**src/rtl/rr_arb8_16_pkg.sv**
```systemverilog
// Shared types and constants for the 8-way, 16-bit round-robin arbiter.
//   N_REQ  : number of requesters (fixed by the 8-way mux)
//   DATA_W : lane width (fixed by the 16-bit mux)
//   SEL_W  : select width
//   state_e: arbiter state
//   onehot : index to one-hot helper
package rr_arb8_16_pkg;

  localparam int unsigned N_REQ  = 8;
  localparam int unsigned DATA_W = 16;
  localparam int unsigned SEL_W  = 3;

  typedef enum logic [0:0] {
    StIdle = 1'b0,
    StBusy = 1'b1
  } state_e;

  function automatic logic [N_REQ-1:0] onehot(input logic [SEL_W-1:0] idx);
    return N_REQ'(1) << idx;
  endfunction

endpackage

```
**src/rtl/rr_arb8_16_if.sv**
```systemverilog
// Requester/sink bundle of the round-robin arbiter.
//   req       : per-requester request
//   data_in   : 8 packed 16-bit lanes, lane i at [16*i +: 16]
//   ack       : one-hot acknowledge on acceptance
//   gnt       : one-hot grant, zero when idle
//   out_valid : output word valid
//   out_ready : sink ready
//   out_data  : selected lane, zero when idle
//   out_src   : granted requester index, zero when idle
// master = arbiter side, slave = requesters and sink.
interface rr_arb8_16_if;
  import rr_arb8_16_pkg::*;

  logic [N_REQ-1:0]        req;
  logic [N_REQ*DATA_W-1:0] data_in;
  logic [N_REQ-1:0]        ack;
  logic [N_REQ-1:0]        gnt;
  logic                    out_valid;
  logic                    out_ready;
  logic [DATA_W-1:0]       out_data;
  logic [SEL_W-1:0]        out_src;

  modport master (
    input  req, data_in, out_ready,
    output ack, gnt, out_valid, out_data, out_src
  );

  modport slave (
    output req, data_in, out_ready,
    input  ack, gnt, out_valid, out_data, out_src
  );

endinterface

```
**src/rtl/Mux8Way16.sv**
```systemverilog
// Existing 8-way 16-bit datapath mux.
//   a..h : input words, sel : select (0 -> a ... 7 -> h), out : selected word
module Mux8Way16 (
  input  logic [15:0] a,
  input  logic [15:0] b,
  input  logic [15:0] c,
  input  logic [15:0] d,
  input  logic [15:0] e,
  input  logic [15:0] f,
  input  logic [15:0] g,
  input  logic [15:0] h,
  input  logic [2:0]  sel,
  output logic [15:0] out
);

  always_comb begin
    out = a;
    unique case (sel)
      3'd0: out = a;
      3'd1: out = b;
      3'd2: out = c;
      3'd3: out = d;
      3'd4: out = e;
      3'd5: out = f;
      3'd6: out = g;
      3'd7: out = h;
      default: out = a;
    endcase
  end

endmodule

```
**src/rtl/rr_arb8_16_pick.sv**
```systemverilog
// Round-robin pick: first set bit of mask_i scanning start_i, start_i+1, ... (mod 8).
//   mask_i   : candidate requests
//   start_i  : highest-priority index
//   any_o    : some candidate present
//   idx_o    : winning index
//   onehot_o : winning index as one-hot (zero when none)
module rr_pick8
  import rr_arb8_16_pkg::*;
(
  input  logic [N_REQ-1:0] mask_i,
  input  logic [SEL_W-1:0] start_i,
  output logic             any_o,
  output logic [SEL_W-1:0] idx_o,
  output logic [N_REQ-1:0] onehot_o
);

  logic [N_REQ-1:0] rot;
  logic [SEL_W-1:0] off;

  // Rotate so start_i lands at bit 0, then the lowest set bit is the winner.
  always_comb begin
    rot = '0;
    for (int k = 0; k < N_REQ; k++) begin
      rot[k] = mask_i[SEL_W'(start_i + SEL_W'(k))];
    end
  end

  always_comb begin
    off = '0;
    for (int k = N_REQ - 1; k >= 0; k--) begin
      if (rot[k]) off = SEL_W'(k);
    end
  end

  // Rotate back: 3-bit add wraps naturally.
  assign any_o    = |mask_i;
  assign idx_o    = start_i + off;
  assign onehot_o = any_o ? onehot(idx_o) : '0;

endmodule

```
**src/rtl/rr_arb8_16.sv**
```systemverilog
// Round-robin arbiter sharing one 16-bit valid/ready channel among 8 requesters.
//   clk    : clock, rising edge
//   rst_n  : synchronous active-low reset
//   bus_io : requester lanes, ack/grant and output channel (master side)
// A grant is held until the sink accepts the word or the requester withdraws
// (abort: no ack, priority pointer untouched). On acceptance priority moves to
// sel+1 and the next winner is picked in the same cycle, so transfers stream
// without bubbles.
module rr_arb8_16
  import rr_arb8_16_pkg::*;
(
  input  logic         clk,
  input  logic         rst_n,
  rr_arb8_16_if.master bus_io
);

  state_e           state_q, state_d;
  logic [SEL_W-1:0] sel_q, sel_d;
  logic [SEL_W-1:0] ptr_q, ptr_d;
  logic [N_REQ-1:0] gnt_q, gnt_d;

  logic             busy, hold, xfer;
  logic [SEL_W-1:0] sel_inc;
  logic [N_REQ-1:0] pick_mask;
  logic [SEL_W-1:0] pick_start;
  logic             pick_any;
  logic [SEL_W-1:0] pick_idx;
  logic [N_REQ-1:0] pick_oh;
  logic [DATA_W-1:0] mux_out;

  assign busy    = (state_q == StBusy);
  assign hold    = bus_io.req[sel_q];
  assign xfer    = busy & hold & bus_io.out_ready;
  assign sel_inc = sel_q + SEL_W'(1);

  // While busy the only decision point is a handshake, where the current
  // winner is excluded and the scan starts just past it.
  assign pick_mask  = busy ? (bus_io.req & ~onehot(sel_q)) : bus_io.req;
  assign pick_start = busy ? sel_inc : ptr_q;

  rr_pick8 u_pick (
    .mask_i   (pick_mask),
    .start_i  (pick_start),
    .any_o    (pick_any),
    .idx_o    (pick_idx),
    .onehot_o (pick_oh)
  );

  Mux8Way16 u_mux (
    .a   (bus_io.data_in[0*DATA_W +: DATA_W]),
    .b   (bus_io.data_in[1*DATA_W +: DATA_W]),
    .c   (bus_io.data_in[2*DATA_W +: DATA_W]),
    .d   (bus_io.data_in[3*DATA_W +: DATA_W]),
    .e   (bus_io.data_in[4*DATA_W +: DATA_W]),
    .f   (bus_io.data_in[5*DATA_W +: DATA_W]),
    .g   (bus_io.data_in[6*DATA_W +: DATA_W]),
    .h   (bus_io.data_in[7*DATA_W +: DATA_W]),
    .sel (sel_q),
    .out (mux_out)
  );

  always_comb begin
    state_d = state_q;
    sel_d   = sel_q;
    ptr_d   = ptr_q;
    gnt_d   = gnt_q;
    unique case (state_q)
      StIdle: begin
        if (pick_any) begin
          state_d = StBusy;
          sel_d   = pick_idx;
          gnt_d   = pick_oh;
        end
      end
      StBusy: begin
        if (!hold) begin
          // Withdrawn request: drop the grant, keep the pointer.
          state_d = StIdle;
          gnt_d   = '0;
        end else if (bus_io.out_ready) begin
          ptr_d = sel_inc;
          if (pick_any) begin
            sel_d = pick_idx;
            gnt_d = pick_oh;
          end else begin
            state_d = StIdle;
            gnt_d   = '0;
          end
        end
      end
      default: begin
        state_d = StIdle;
        gnt_d   = '0;
      end
    endcase
  end

  always_ff @(posedge clk) begin
    if (!rst_n) begin
      state_q <= StIdle;
      sel_q   <= '0;
      ptr_q   <= '0;
      gnt_q   <= '0;
    end else begin
      state_q <= state_d;
      sel_q   <= sel_d;
      ptr_q   <= ptr_d;
      gnt_q   <= gnt_d;
    end
  end

  assign bus_io.gnt       = gnt_q;
  assign bus_io.out_valid = busy;
  assign bus_io.out_src   = busy ? sel_q : '0;
  assign bus_io.out_data  = busy ? mux_out : '0;
  assign bus_io.ack       = xfer ? onehot(sel_q) : '0;

endmodule

```
**src/flat_wrapper.sv**
```systemverilog
// flat-port wrapper written by rule: the top's interface ports become plain ports
module rr_arb8_16_flat import rr_arb8_16_pkg::*;
  (clk, rst_n, bus_io_req, bus_io_data_in, bus_io_out_ready, bus_io_ack, bus_io_gnt, bus_io_out_valid, bus_io_out_data, bus_io_out_src);
  rr_arb8_16_if bus_io_i ();
  input  logic clk;
  input  logic rst_n;
  input wire logic [$bits(bus_io_i.req)-1:0] bus_io_req;
  input wire logic [$bits(bus_io_i.data_in)-1:0] bus_io_data_in;
  input wire logic [$bits(bus_io_i.out_ready)-1:0] bus_io_out_ready;
  output wire logic [$bits(bus_io_i.ack)-1:0] bus_io_ack;
  output wire logic [$bits(bus_io_i.gnt)-1:0] bus_io_gnt;
  output wire logic [$bits(bus_io_i.out_valid)-1:0] bus_io_out_valid;
  output wire logic [$bits(bus_io_i.out_data)-1:0] bus_io_out_data;
  output wire logic [$bits(bus_io_i.out_src)-1:0] bus_io_out_src;
  assign bus_io_i.req = bus_io_req;
  assign bus_io_i.data_in = bus_io_data_in;
  assign bus_io_i.out_ready = bus_io_out_ready;
  assign bus_io_ack = bus_io_i.ack;
  assign bus_io_gnt = bus_io_i.gnt;
  assign bus_io_out_valid = bus_io_i.out_valid;
  assign bus_io_out_data = bus_io_i.out_data;
  assign bus_io_out_src = bus_io_i.out_src;
  rr_arb8_16 u_core (.clk(clk), .rst_n(rst_n), .bus_io(bus_io_i));
endmodule
```
**config.mk**
```make
export PLATFORM = sky130hd
export DESIGN_NAME = rr_arb8_16_flat
export DESIGN_NICKNAME = d
export VERILOG_FILES = /design/src/rtl/rr_arb8_16_pkg.sv /design/src/rtl/rr_arb8_16_if.sv /design/src/rtl/Mux8Way16.sv /design/src/rtl/rr_arb8_16_pick.sv /design/src/rtl/rr_arb8_16.sv /design/src/flat_wrapper.sv
export SDC_FILE = /design/constraint.sdc
export NUM_CORES = 1
export LEC_CHECK = 0
export ABC_AREA = 1
export CAP_MARGIN = 20
export CORE_UTILIZATION = 30
export CTS_CLUSTER_DIAMETER = 120
export DETAILED_ROUTE_END_ITERATION = 16
export GPL_TIMING_DRIVEN = 0
export PLACE_DENSITY = 0.71
export SYNTH_ARGS = -nofsm -noshare
export SYNTH_HDL_FRONTEND = slang
export SYNTH_SLANG_ARGS = --single-unit
```
**constraint.sdc**
```tcl
create_clock -name clk -period 4.4 [get_ports clk]
set_clock_uncertainty 0.1 [all_clocks]
set_input_delay 0.66 -clock clk [delete_from_list [all_inputs] [get_ports clk]]
set_output_delay 0.66 -clock clk [all_outputs]
set_load 0.05 [all_outputs]
```
==> results.md, run 1 <==
- Status: finished, final reports clean
- Starting density of the core: 31.3%
- WP data arrival: 3420 ps
- Hold Path Sink: u_core.bus_io.gnt[1]$_SDFFE_PN0P_
- Post-Route M1 WL: 4840 microns
- CTS Root Cell: clkbuf_8
- R2R Setup Slk: 270 ps
- Final Cycle Share: 94.9%
- Inst Count DP: 689
- Number of global-route vias before repair: 3344
- Post-detail-place hpwl: 9510 microns
- Clock latency on the worst-skew pair: 250 ps
- Post-synth top flop: dfxtp_1
- Cts bufs inserted: 3
- CP endpoint kind: primary output
- Die Width: 92.2 microns
- Initial antenna violation count: 0
- Wire length after detailed routing: 11700 microns
- CTS sink count: 15
- Int Pwr: 1.05 mW
- Number of fill cells in the layout: 801
- Final setup TNS: 0 ps
- Fin. Hold Viols: 0
- # port buffers: 174
- DRC Markers: 0
- CP Cell Sequence: ha_1 > ha_1 > clkbuf_1 > nor3_1 > nand3_1 > inv_1 > clkbuf_2 > nand2_1 > a31oi_1 > dlygate4sd2_1
- Cell taking the most area after synthesis: nand2_1
- Tmin final: 4180 ps
- Top delay family on crit path: buffers and inverters
- CP Depth: 10
- Pwr per Cell Area: 600 nW/um^2
- WHS Path Cells: 2
- Mapped Area: 2440 sq um
- Clock power share: 4.2%
- Mapped Cells: 413
- Via count: 3593
- Worst hold start: u_core.bus_io.gnt[1]$_SDFFE_PN0P_
- Post-CTS Setup Inserts: 0
- Clock tree buffer depth: 2
- Post-synth net total: 562
- Top Ports: 175
- Clock slew at reported path FFs: 60 ps
- Reg2Reg Capture Point: u_core.bus_io.gnt[7]$_SDFFE_PN0P_
- Reg2reg start: u_core.sel_q[0]$_SDFFE_PN0P_
- Setup violations, final: 0
- Placed Area: 4310 sq um
- Hold WS: 377 ps
- Grt total ovfl: 0
- Core Footprint: 7810 sq um
- Slew Limit Headroom: 57.6%
- Synth warn: 0
- Seq pwr share: 8.2%
- Combinational fraction of design power: 87.6%
- Pleak: 1.82 nW
- Finished Layout Cells: 693
- Drt pass-1 iters: 5
- Die ar.: 8510 sq um
- Number of synthesized flops with an enable pin: 0
- Largest net degree at the start of global routing: 12
- Largest cells by area after synthesis: nand2_1 (19%), nand3_1 (13%), dfxtp_1 (12%)
- WL per Instance: 16.9 microns
- Net Sw Power: 1.56 mW
- Routed vias/inst: 5.18
- WP data required: 3640 ps
- R2R depth: 23
- GP Congestion: 0.903
- Async set-reset flop share out of synthesis: 0%
- Syn_area_per_cell: 5.91 sq um
- Synth Register Bits: 15
- Post-synthesis sequential area ratio: 12.3%
- Top cell type's share of synthesized area: 19.1%
- CP max FO: 10
- Routed Antenna Nets: 0
- Critical path startpoint category: flip-flop
- Share of cells above drive strength 1: 7.28%
- DR top layer: met4
- CTS tree: yes
- Fin nets: 741
- Critical path class: flip-flop to primary output
- Most frequent CP cell: ha_1
- Worst IR Drop VDD: 0.000412 V
- Library cells used by synthesis: 34
- Ant diodes: 0
- Design area: 4350 sq um
- Max-cap viol count: 0
- Fmax achieved: 0.239 GHz
- Slew Limit Fails: 0
- CP Buf/Inv Count: 4
- Crit path max-delay cell type: dlygate4sd2_1
- CP max stage delay: 580 ps
- Total track usage: 26.4%
- FP Rows: 32
- Switching share of power: 59.8%
- Htree depth: 1
- Final Util: 55.7%
- Die height: 92.2 microns
- Hold buffer count at cts: 0
- RSZ-0062 raised after global routing: false
- Met2 routed WL: 5720 microns
- Area delta synth->final: 78.2%
- Wire length on met3: 1020 microns
- DR iter-0 viols: 201
- Slew of the pin with the lowest slew margin: 629 ps
- First-pass GRT wire length: 17700 microns
- Hold crit path type: flip-flop to flip-flop
repair_timing:
action                                  CTS  global route
resized for setup                         9             5
endpoints found under the hold margin     0             0
endpoints found under the setup margin    9            11
how the worst max path moves through the flow:
stage	startpoint	to	slack [ps]
floorplan	u_core.bus_io.out_valid$_SDFF_PN0_	u_core.sel_q[2]$_SDFFE_PN0P_	590
finish	u_core.sel_q[0]$_SDFFE_PN0P_	bus_io_out_data[10]	220
CTS	u_core.sel_q[0]$_SDFFE_PN0P_	bus_io_out_data[13]	10
global placement	u_core.sel_q[0]$_SDFFE_PN0P_	bus_io_out_data[9]	100
global route	u_core.sel_q[0]$_SDFFE_PN0P_	bus_io_out_data[10]	10
detailed placement	u_core.sel_q[0]$_SDFFE_PN0P_	bus_io_out_data[10]	160
sequential cells by signal, indices dropped and copies added (netlist names):
signal / cells
u_core.bus_io.gnt: 8
u_core.bus_io.out_valid: 1
u_core.ptr_q: 3
u_core.sel_q: 3
placed cells by master (no fill, tap or decap), types with 3 or more instances in the layout:
| master | Yosys | final |
|---|---|---|
| nand3_1 | 65 | 65 |
| nand2_2 | 10 | 10 |
| buf_6 | 3 | 3 |
| inv_2 | 7 | 7 |
| nand4_1 | 4 | 4 |
| a22o_1 | 12 | 12 |
| o21ai_0 | 16 | 16 |
| clkbuf_8 | 0 | 3 |
| a31oi_1 | 6 | 6 |
| nor2_1 | 24 | 24 |
| ha_1 | 9 | 9 |
| nand2_1 | 124 | 124 |
| dfxtp_1 | 15 | 15 |
| a21oi_1 | 23 | 23 |
| clkbuf_1 | 13 | 11 |
| inv_1 | 23 | 23 |
| clkdlybuf4s50_1 | 0 | 164 |
| xor2_1 | 3 | 3 |
| nor3_1 | 5 | 5 |
| a211oi_1 | 4 | 4 |
| a21oi_2 | 4 | 4 |
| dlygate4sd2_1 | 0 | 9 |
| a221oi_1 | 21 | 21 |
cell usage after synthesis, types with 4 or more instances:
| master | instances |
|---|---|
| nand2_1 | 124 |
| a221oi_1 | 21 |
| a21oi_1 | 23 |
| ha_1 | 9 |
| nor3_1 | 5 |
| inv_2 | 7 |
| inv_1 | 23 |
| nor2_1 | 24 |
| nand3_1 | 65 |
| nand4_1 | 4 |
| clkbuf_1 | 13 |
| a22o_1 | 12 |
| a211oi_1 | 4 |
| o21ai_0 | 16 |
| dfxtp_1 | 15 |
| nand2_2 | 10 |
| a31oi_1 | 6 |
| a21oi_2 | 4 |
worst reg2reg max path, stage by stage (launching register included):
cell,delay [ps]
dfxtp_1,540
inv_2,160
ha_1,350
nand2_2,80
o21ai_4,100
ha_1,390
inv_1,170
nand3_1,150
nand2_1,90
nand2_1,80
a21oi_1,130
o21bai_1,70
nand2_1,50
nand2_1,50
a21boi_0,150
ha_1,170
inv_1,50
fa_1,370
xor2_1,290
inv_1,120
nand3_4,130
nand2_4,80
nand2_1,80
a21oi_2,50
power groups by stage:
stage	Combinational (mW)	Sequential, mW	Clock [mW]
floorplan	1.58	0.286	0
global placement	2.27	0.216	0
detailed placement	2.29	0.216	0
CTS	2.28	0.214	0.114
global route	2.50	0.219	0.122
finish	2.29	0.214	0.110
routing by layer:
| layer | GRT usage (%) | vias up |
|---|---|---|
| met3 | 4.89 | 10 |
| met4 | 3.91 | 0 |
| met1 | 32.9 | 1630 |
| met2 | 47.7 | 144 |
| li1 | - | 1809 |
| met5 | 0 | - |
cell type report:
cell class | instances | area (sq um) | area share [%]
clock buffer | 3 | 41.3 | 0.949
multi-input combinational | 349 | 1920 | 44.2
clock inverter | 1 | 5.00 | 0.115
timing repair buffer | 174 | 1730 | 39.8
sequential | 15 | 300 | 6.90
buffer | 19 | 110 | 2.53
inverter | 30 | 113 | 2.59
tap | 102 | 128 | 2.93
kinds of logic after synthesis:
kind of cell	count (synthesis)	share of synthesized area [%]
buffers and inverters	49	9.02
xor gates and xnor gates	5	1.79
DFF	15	12.3
AOI/OAI and AO/OA	96	27.8
and+or+nand+nor	238	43.6
adders and majority gates	10	5.43
through the flow:
step	setup slack (ps)	total power, mW
2_1_floorplan	587	1.87
3_3_place_gp	99.0	2.49
3_5_place_dp	156	2.51
4_1_cts	10.1	2.61
5_1_grt	13.6	2.84
6_report	224	2.61
Note: power is estimated with default switching activity, not from simulation.
==> run 2, diff against run 1 <==
--- a/config.mk
+++ b/config.mk
@@ -11,7 +11,8 @@
 export CTS_CLUSTER_DIAMETER = 120
 export DETAILED_ROUTE_END_ITERATION = 16
 export GPL_TIMING_DRIVEN = 0
-export PLACE_DENSITY = 0.71
+export PLACE_DENSITY = 0.74
 export SYNTH_ARGS = -nofsm -noshare
 export SYNTH_HDL_FRONTEND = slang
 export SYNTH_SLANG_ARGS = --single-unit
+export TNS_END_PERCENT = 30
==> constraint.sdc (replaced) <==
create_clock -name clk -period 3.6 [get_ports clk]
set_clock_uncertainty 0.1 [all_clocks]
set_input_delay 0.54 -clock clk [delete_from_list [all_inputs] [get_ports clk]]
set_output_delay 0.54 -clock clk [all_outputs]
set_load 0.05 [all_outputs]
==> run 2 against run 1 <==
  * Combinational power rose by 41%
  * Count of clock-buffer cells in the layout did not move
  * Routed wire length rose by 4.9%
  * Total power rose by 39%
  * Sequential power rose by 23%
  * Sequential cell count did not move
  * Register-to-register slack got worse by 120 ps
  * Critical path type is now flip-flop to flip-flop
  * Largest cell class unchanged
==> results.md, run 2 (synthesized netlist as in run 1, its figures left out) <==
- Drt pass-1 iters: 5
- FP Rows: 32
- Grt total ovfl: 0
- Max-cap viol count: 0
- Pwr per Cell Area: 778 nW/um^2
- Fin. Hold Viols: 0
- Slew Limit Fails: 0
- RSZ-0062 raised after global routing: true
- Initial antenna violation count: 0
- DR iter-0 viols: 216
- DRC Markers: 0
- Commonest non-fill, non-tap cells in the layout: clkdlybuf4s50_1 (153), nand2_1 (119), nand3_1 (63)
- Clock latency on the worst-skew pair: 250 ps
- CTS sink count: 15
- Htree depth: 1
- Tmin final: 3450 ps
- Routed vias/inst: 5.38
- Hold crit path type: flip-flop to flip-flop
- Clock slew at reported path FFs: 70 ps
- Commonest non-fill, non-tap cell in the layout: clkdlybuf4s50_1
- Seq pwr share: 7.2%
- Final Cycle Share: 95.8%
- WP data arrival: 3530 ps
- Wire length after detailed routing: 12300 microns
- GP Congestion: 0.870
- Share of cells above drive strength 1: 16.9%
- Area delta synth->final: 91.6%
- Via count: 3804
- CP endpoint kind: flip-flop
- Number of fill cells in the layout: 776
- Fin nets: 755
- Post-Place Setup Slack: -566 ps
- # port buffers: 174
- Switching share of power: 57.8%
- WL per Instance: 17.4 microns
- Number of global-route vias before repair: 3582
- Worst IR Drop VDD: 0.000632 V
- Core Footprint: 7810 sq um
- Critical path class: flip-flop to flip-flop
- Combinational fraction of design power: 88.9%
- Starting density of the core: 31.3%
- Die Width: 92.2 microns
- Total Power: 3.64 mW
- Critical path startpoint category: flip-flop
- CTS Root Cell: clkbuf_8
- Setup violations, final: 0
- Die height: 92.2 microns
- Net Sw Power: 2.11 mW
- Cts bufs inserted: 3
- Routed Antenna Nets: 0
- Placed Area: 4320 sq um
- Post-detail-place hpwl: 9530 microns
- Total track usage: 26.7%
- Slew Limit Headroom: 56.4%
- Worst setup slack after layout: 152 ps
- CTS tree: yes
- Clock tree buffer depth: 2
- Ant diodes: 0
- Design area: 4680 sq um
- Top Ports: 175
- First-pass GRT wire length: 18200 microns
- Largest net degree at the start of global routing: 12
- Clock power share: 3.9%
- Slew of the pin with the lowest slew margin: 647 ps
- Max FFs per register: 8
- Fmax achieved: 0.290 GHz
- Final Util: 59.9%
- Pleak: 2.00 nW
- Int Pwr: 1.54 mW
- CP max FO: 8
- Status: finished, final reports clean
- WP data required: 3680 ps
- Die ar.: 8510 sq um
## run 2: changes by cell type in the layout (fill, tap and decap cells not counted), sizes merged
| cell | previous run | this run |
|---|---|---|
| dlymetal6s2s | 1 | 5 |
| clkinv | 1 | 2 |
| dlygate4sd2 | 9 | 6 |
| inv | 30 | 29 |
| clkdlybuf4s50 | 164 | 153 |
| clkbuf | 16 | 14 |
| clkdlybuf4s18 | 0 | 1 |
| clkdlybuf4s15 | 0 | 8 |
| buf | 6 | 23 |
## run 2: what timing repair did
action                                  CTS  global route
endpoints found under the setup margin   26            31
hold endpoints to repair                  0             0
setup buffers                             0            14
resized for setup                        63            44
hold buffers                              0             0
cloned                                    0             0
pin swaps                                 1            10
## run 2: critical path: stages (launching register included)
cell and delay, ps:
dfxtp_4 390, inv_4 70, ha_4 270, nand2_2 60, o21ai_4 130, clkinv_4 150, ha_4 210, xor2_2 190
nand2_2 100, a21oi_2 120, o21bai_1 70, nand2_1 60, nand2_1 60, a21boi_2 140, ha_2 170, inv_1 50
fa_2 420, xor2_4 180, inv_2 70, nand3_4 90, nand2_4 100, nand2_1 70, a21oi_2 110
## run 2: power by group through the flow
stage	combinational (mW)	clock (mW)	sequential, mW
finish	3.24	0.142	0.263
global route	3.51	0.153	0.269
CTS	2.86	0.143	0.267
detailed placement	2.83	0	0.268
global placement	2.78	0	0.267
floorplan	1.95	0	0.352
## run 2: cell type report
cell class                 instances  area (sq um)  share of cell area, %
inverter                          30           125                   2.67
multi-input combinational        349          2070                   44.3
tap                              102           128                   2.73
timing repair buffer             188          1870                   39.9
clock inverter                     1          5.00                  0.107
buffer                            19           128                   2.73
sequential                        15           309                   6.60
clock buffer                       3          41.3                  0.882
## run 2: final timing paths
path,start,to,slack (ps),cells after the start
hold / removal,u_core.bus_io.gnt[3]$_SDFFE_PN0P_,u_core.bus_io.gnt[3]$_SDFFE_PN0P_,370,2
hold reg to reg,u_core.bus_io.gnt[3]$_SDFFE_PN0P_,u_core.bus_io.gnt[3]$_SDFFE_PN0P_,370,2
setup reg to reg,u_core.sel_q[0]$_SDFFE_PN0P_,u_core.bus_io.gnt[4]$_SDFFE_PN0P_,150,22
setup / recovery,u_core.sel_q[0]$_SDFFE_PN0P_,u_core.bus_io.gnt[4]$_SDFFE_PN0P_,150,22
## run 2: layer usage
metal | global-route usage [%] | part of all wire, %
met1 | 31.5 | 39
met4 | 8.33 | 2.5
met2 | 48.5 | 51
met3 | 4.81 | 7.5
met5 | 0 | 0
## run 2: metrics by stage
| stage | cells | hold WS (ps) | TNS (ps) |
|---|---|---|---|
| final | 707 | 373 | 0 |
| after global routing | 707 | 387 | -284 |
| after floorplan | 413 | 387 | 0 |
| after CTS | 693 | 375 | -245 |
| after detailed placement | 689 | 362 | -8220 |
| after global placement | 689 | 359 | -7250 |
==> run 3, diff against run 2 <==
--- a/config.mk
+++ b/config.mk
@@ -10,7 +10,7 @@
 export CORE_UTILIZATION = 30
 export CTS_CLUSTER_DIAMETER = 120
 export DETAILED_ROUTE_END_ITERATION = 16
-export GPL_TIMING_DRIVEN = 0
+export GPL_TIMING_DRIVEN = 1
 export PLACE_DENSITY = 0.74
 export SYNTH_ARGS = -nofsm -noshare
 export SYNTH_HDL_FRONTEND = slang
==> run 3 against run 2 <==
  * Sequential cell count stayed put
  * Combinational power grew 12%
  * Setup slack lost 64 ps
  * Non-clock buffer count rose by 1
  * Global-route usage hardly changed
  * Sequential share of layout area down 0.29 points
  * Largest power group unchanged
==> results.md, run 3 (synthesized netlist as in run 1, its figures left out) <==
- Status: finished, final reports clean
- Footprint of the multi-input gates: 2120 sq um
- Fin. Hold Viols: 0
- Clock slew at reported path FFs: 60 ps
- Post-detail-place hpwl: 9420 microns
- Area delta synth->final: 100%
- Worst IR Drop VDD: 0.000744 V
- Max-cap viol count: 0
- Pwr per Cell Area: 827 nW/um^2
- Core Footprint: 7810 sq um
- Wire length after detailed routing: 12400 microns
- Largest net degree at the start of global routing: 19
- Finished Layout Cells: 709
- WL per Instance: 17.4 microns
- Tmin final: 3510 ps
- Share of cells above drive strength 1: 21.6%
- Commonest non-fill, non-tap cell in the layout: clkdlybuf4s50_1
- Ant diodes: 0
- Die height: 92.2 microns
- WP data required: 3690 ps
- Starting density of the core: 31.3%
- Die Width: 92.2 microns
- CP endpoint kind: flip-flop
- CTS tree: yes
- Total track usage: 26.7%
- Top Ports: 175
- Final Cycle Share: 97.6%
- M3 GR Usage: 3.73%
- Hold crit path type: flip-flop to flip-flop
- FP Rows: 32
- Cts bufs inserted: 3
- Slew Limit Headroom: 29.5%
- Number of fill cells in the layout: 687
- Fin nets: 757
- CTS sink count: 15
- GP Congestion: 0.942
- Htree depth: 1
- Number of global-route vias before repair: 3660
- Die ar.: 8510 sq um
- Drt pass-1 iters: 5
- Critical path startpoint category: flip-flop
- Initial antenna violation count: 0
- Critical path class: flip-flop to flip-flop
- Met2 usage: 47.9%
- First-pass GRT wire length: 18300 microns
- CP max FO: 6
- Clock tree buffer depth: 2
- Routed vias/inst: 5.37
- DR iter-0 viols: 228
- Fmax achieved: 0.285 GHz
- Slew of the pin with the lowest slew margin: 1050 ps
- Inst Count DP: 692
- Final Util: 62.6%
- Max FFs per register: 8
- R2R depth: 23
- Setup violations, final: 0
- Hold WS: 369 ps
- DRC Markers: 0
- Routed Antenna Nets: 0
- Storage cell area: 309 sq um
- Pleak: 2.01 nW
- Slew Limit Fails: 0
- Clock latency on the worst-skew pair: 250 ps
- Commonest non-fill, non-tap cells in the layout: clkdlybuf4s50_1 (152), nand2_1 (116), nand3_1 (60)
- Routing usage on met1: 31.9%
- CTS Root Cell: clkbuf_8
- Most Crowded Layer GR: met2
- WHS Path Cells: 2
- # port buffers: 174
- WP data arrival: 3600 ps
- Grt total ovfl: 0
- Via count: 3807
## run 3: cell count changes in the layout (fill, tap and decap cells not counted), sizes merged
cell,before,now
buf,23,56
clkbuf,14,3
clkdlybuf4s15,8,0
dlygate4sd2,6,0
dlymetal6s2s,5,0
clkdlybuf4s18,1,0
clkdlybuf4s50,153,152
clkinv,2,1
inv,29,30
o21ai,21,22
## run 3: routing by layer
| layer | wire length (microns) | part of all wire, % | vias up |
|---|---|---|---|
| met1 | 4940 | 40 | 1740 |
| li1 | - | - | 1832 |
| met5 | 0 | 0 | - |
| met4 | 401 | 3.2 | 0 |
| met2 | 6050 | 49 | 199 |
| met3 | 977 | 7.9 | 36 |
## run 3: critical path: stages (launching register included)
cell      delay [ps]
dfxtp_4          360
inv_2             50
ha_4             260
nand2_2           50
o21ai_4           80
buf_6            150
inv_2             50
ha_4             170
xnor2_2          190
nand2_1          140
a21oi_2          150
o21bai_1          80
nand2_1           70
nand2_1           60
a21boi_2         140
ha_2             180
inv_1             60
fa_2             430
xor2_4           210
inv_2             70
nand3_4           90
nand2_4          110
nand2_2           50
a21oi_2          130
## run 3: path summary, 6_finish.rpt
| path | from | to | slack, ps |
|---|---|---|---|
| hold reg to reg | u_core.bus_io.gnt[3]$_SDFFE_PN0P_ | u_core.bus_io.gnt[3]$_SDFFE_PN0P_ | 370 |
| setup / recovery | u_core.sel_q[0]$_SDFFE_PN0P_ | u_core.bus_io.gnt[7]$_SDFFE_PN0P_ | 90 |
| hold / removal | u_core.bus_io.gnt[3]$_SDFFE_PN0P_ | u_core.bus_io.gnt[3]$_SDFFE_PN0P_ | 370 |
| setup reg to reg | u_core.sel_q[0]$_SDFFE_PN0P_ | u_core.bus_io.gnt[7]$_SDFFE_PN0P_ | 90 |
## run 3: stage by stage
| step | setup slack, ps | power (mW) | cell area, sq um | setup TNS [ps] |
|---|---|---|---|---|
| 2_1_floorplan | 16.8 | 2.30 | 2450 | 0 |
| 3_3_place_gp | 69.3 | 3.34 | 4520 | 0 |
| 3_5_place_dp | -62.4 | 3.40 | 4520 | -250 |
| 4_1_cts | 4.53 | 3.58 | 4590 | 0 |
| 5_1_grt | -124 | 4.30 | 4890 | -840 |
| 6_report | 87.5 | 4.04 | 4890 | 0 |
## run 3: timing repair
action                     in CTS  in global routing
resized for setup               1                 52
pin swaps                       2                 18
gates cloned                    1                  0
buffers inserted                2                 10
hold buffers                    0                  0
setup endpoints to repair       9                 16
## run 3: area by class of cell
class | count | share of cell area, %
clock buffers | 3 | 0.844
clock inverters | 1 | 0.102
flip-flops and latches | 15 | 6.32
repair buffers | 208 | 44.4
inverters | 30 | 2.30
multi-input cells | 350 | 43.4
well taps | 102 | 2.61
## run 3: where the power goes
part / total, mW / internal (mW) / switching (mW)
Clock: 0.142 / 0.0768 / 0.0648
Combinational: 3.64 / 1.52 / 2.12
Sequential: 0.265 / 0.223 / 0.0421
Total: 4.04 / 1.82 / 2.23
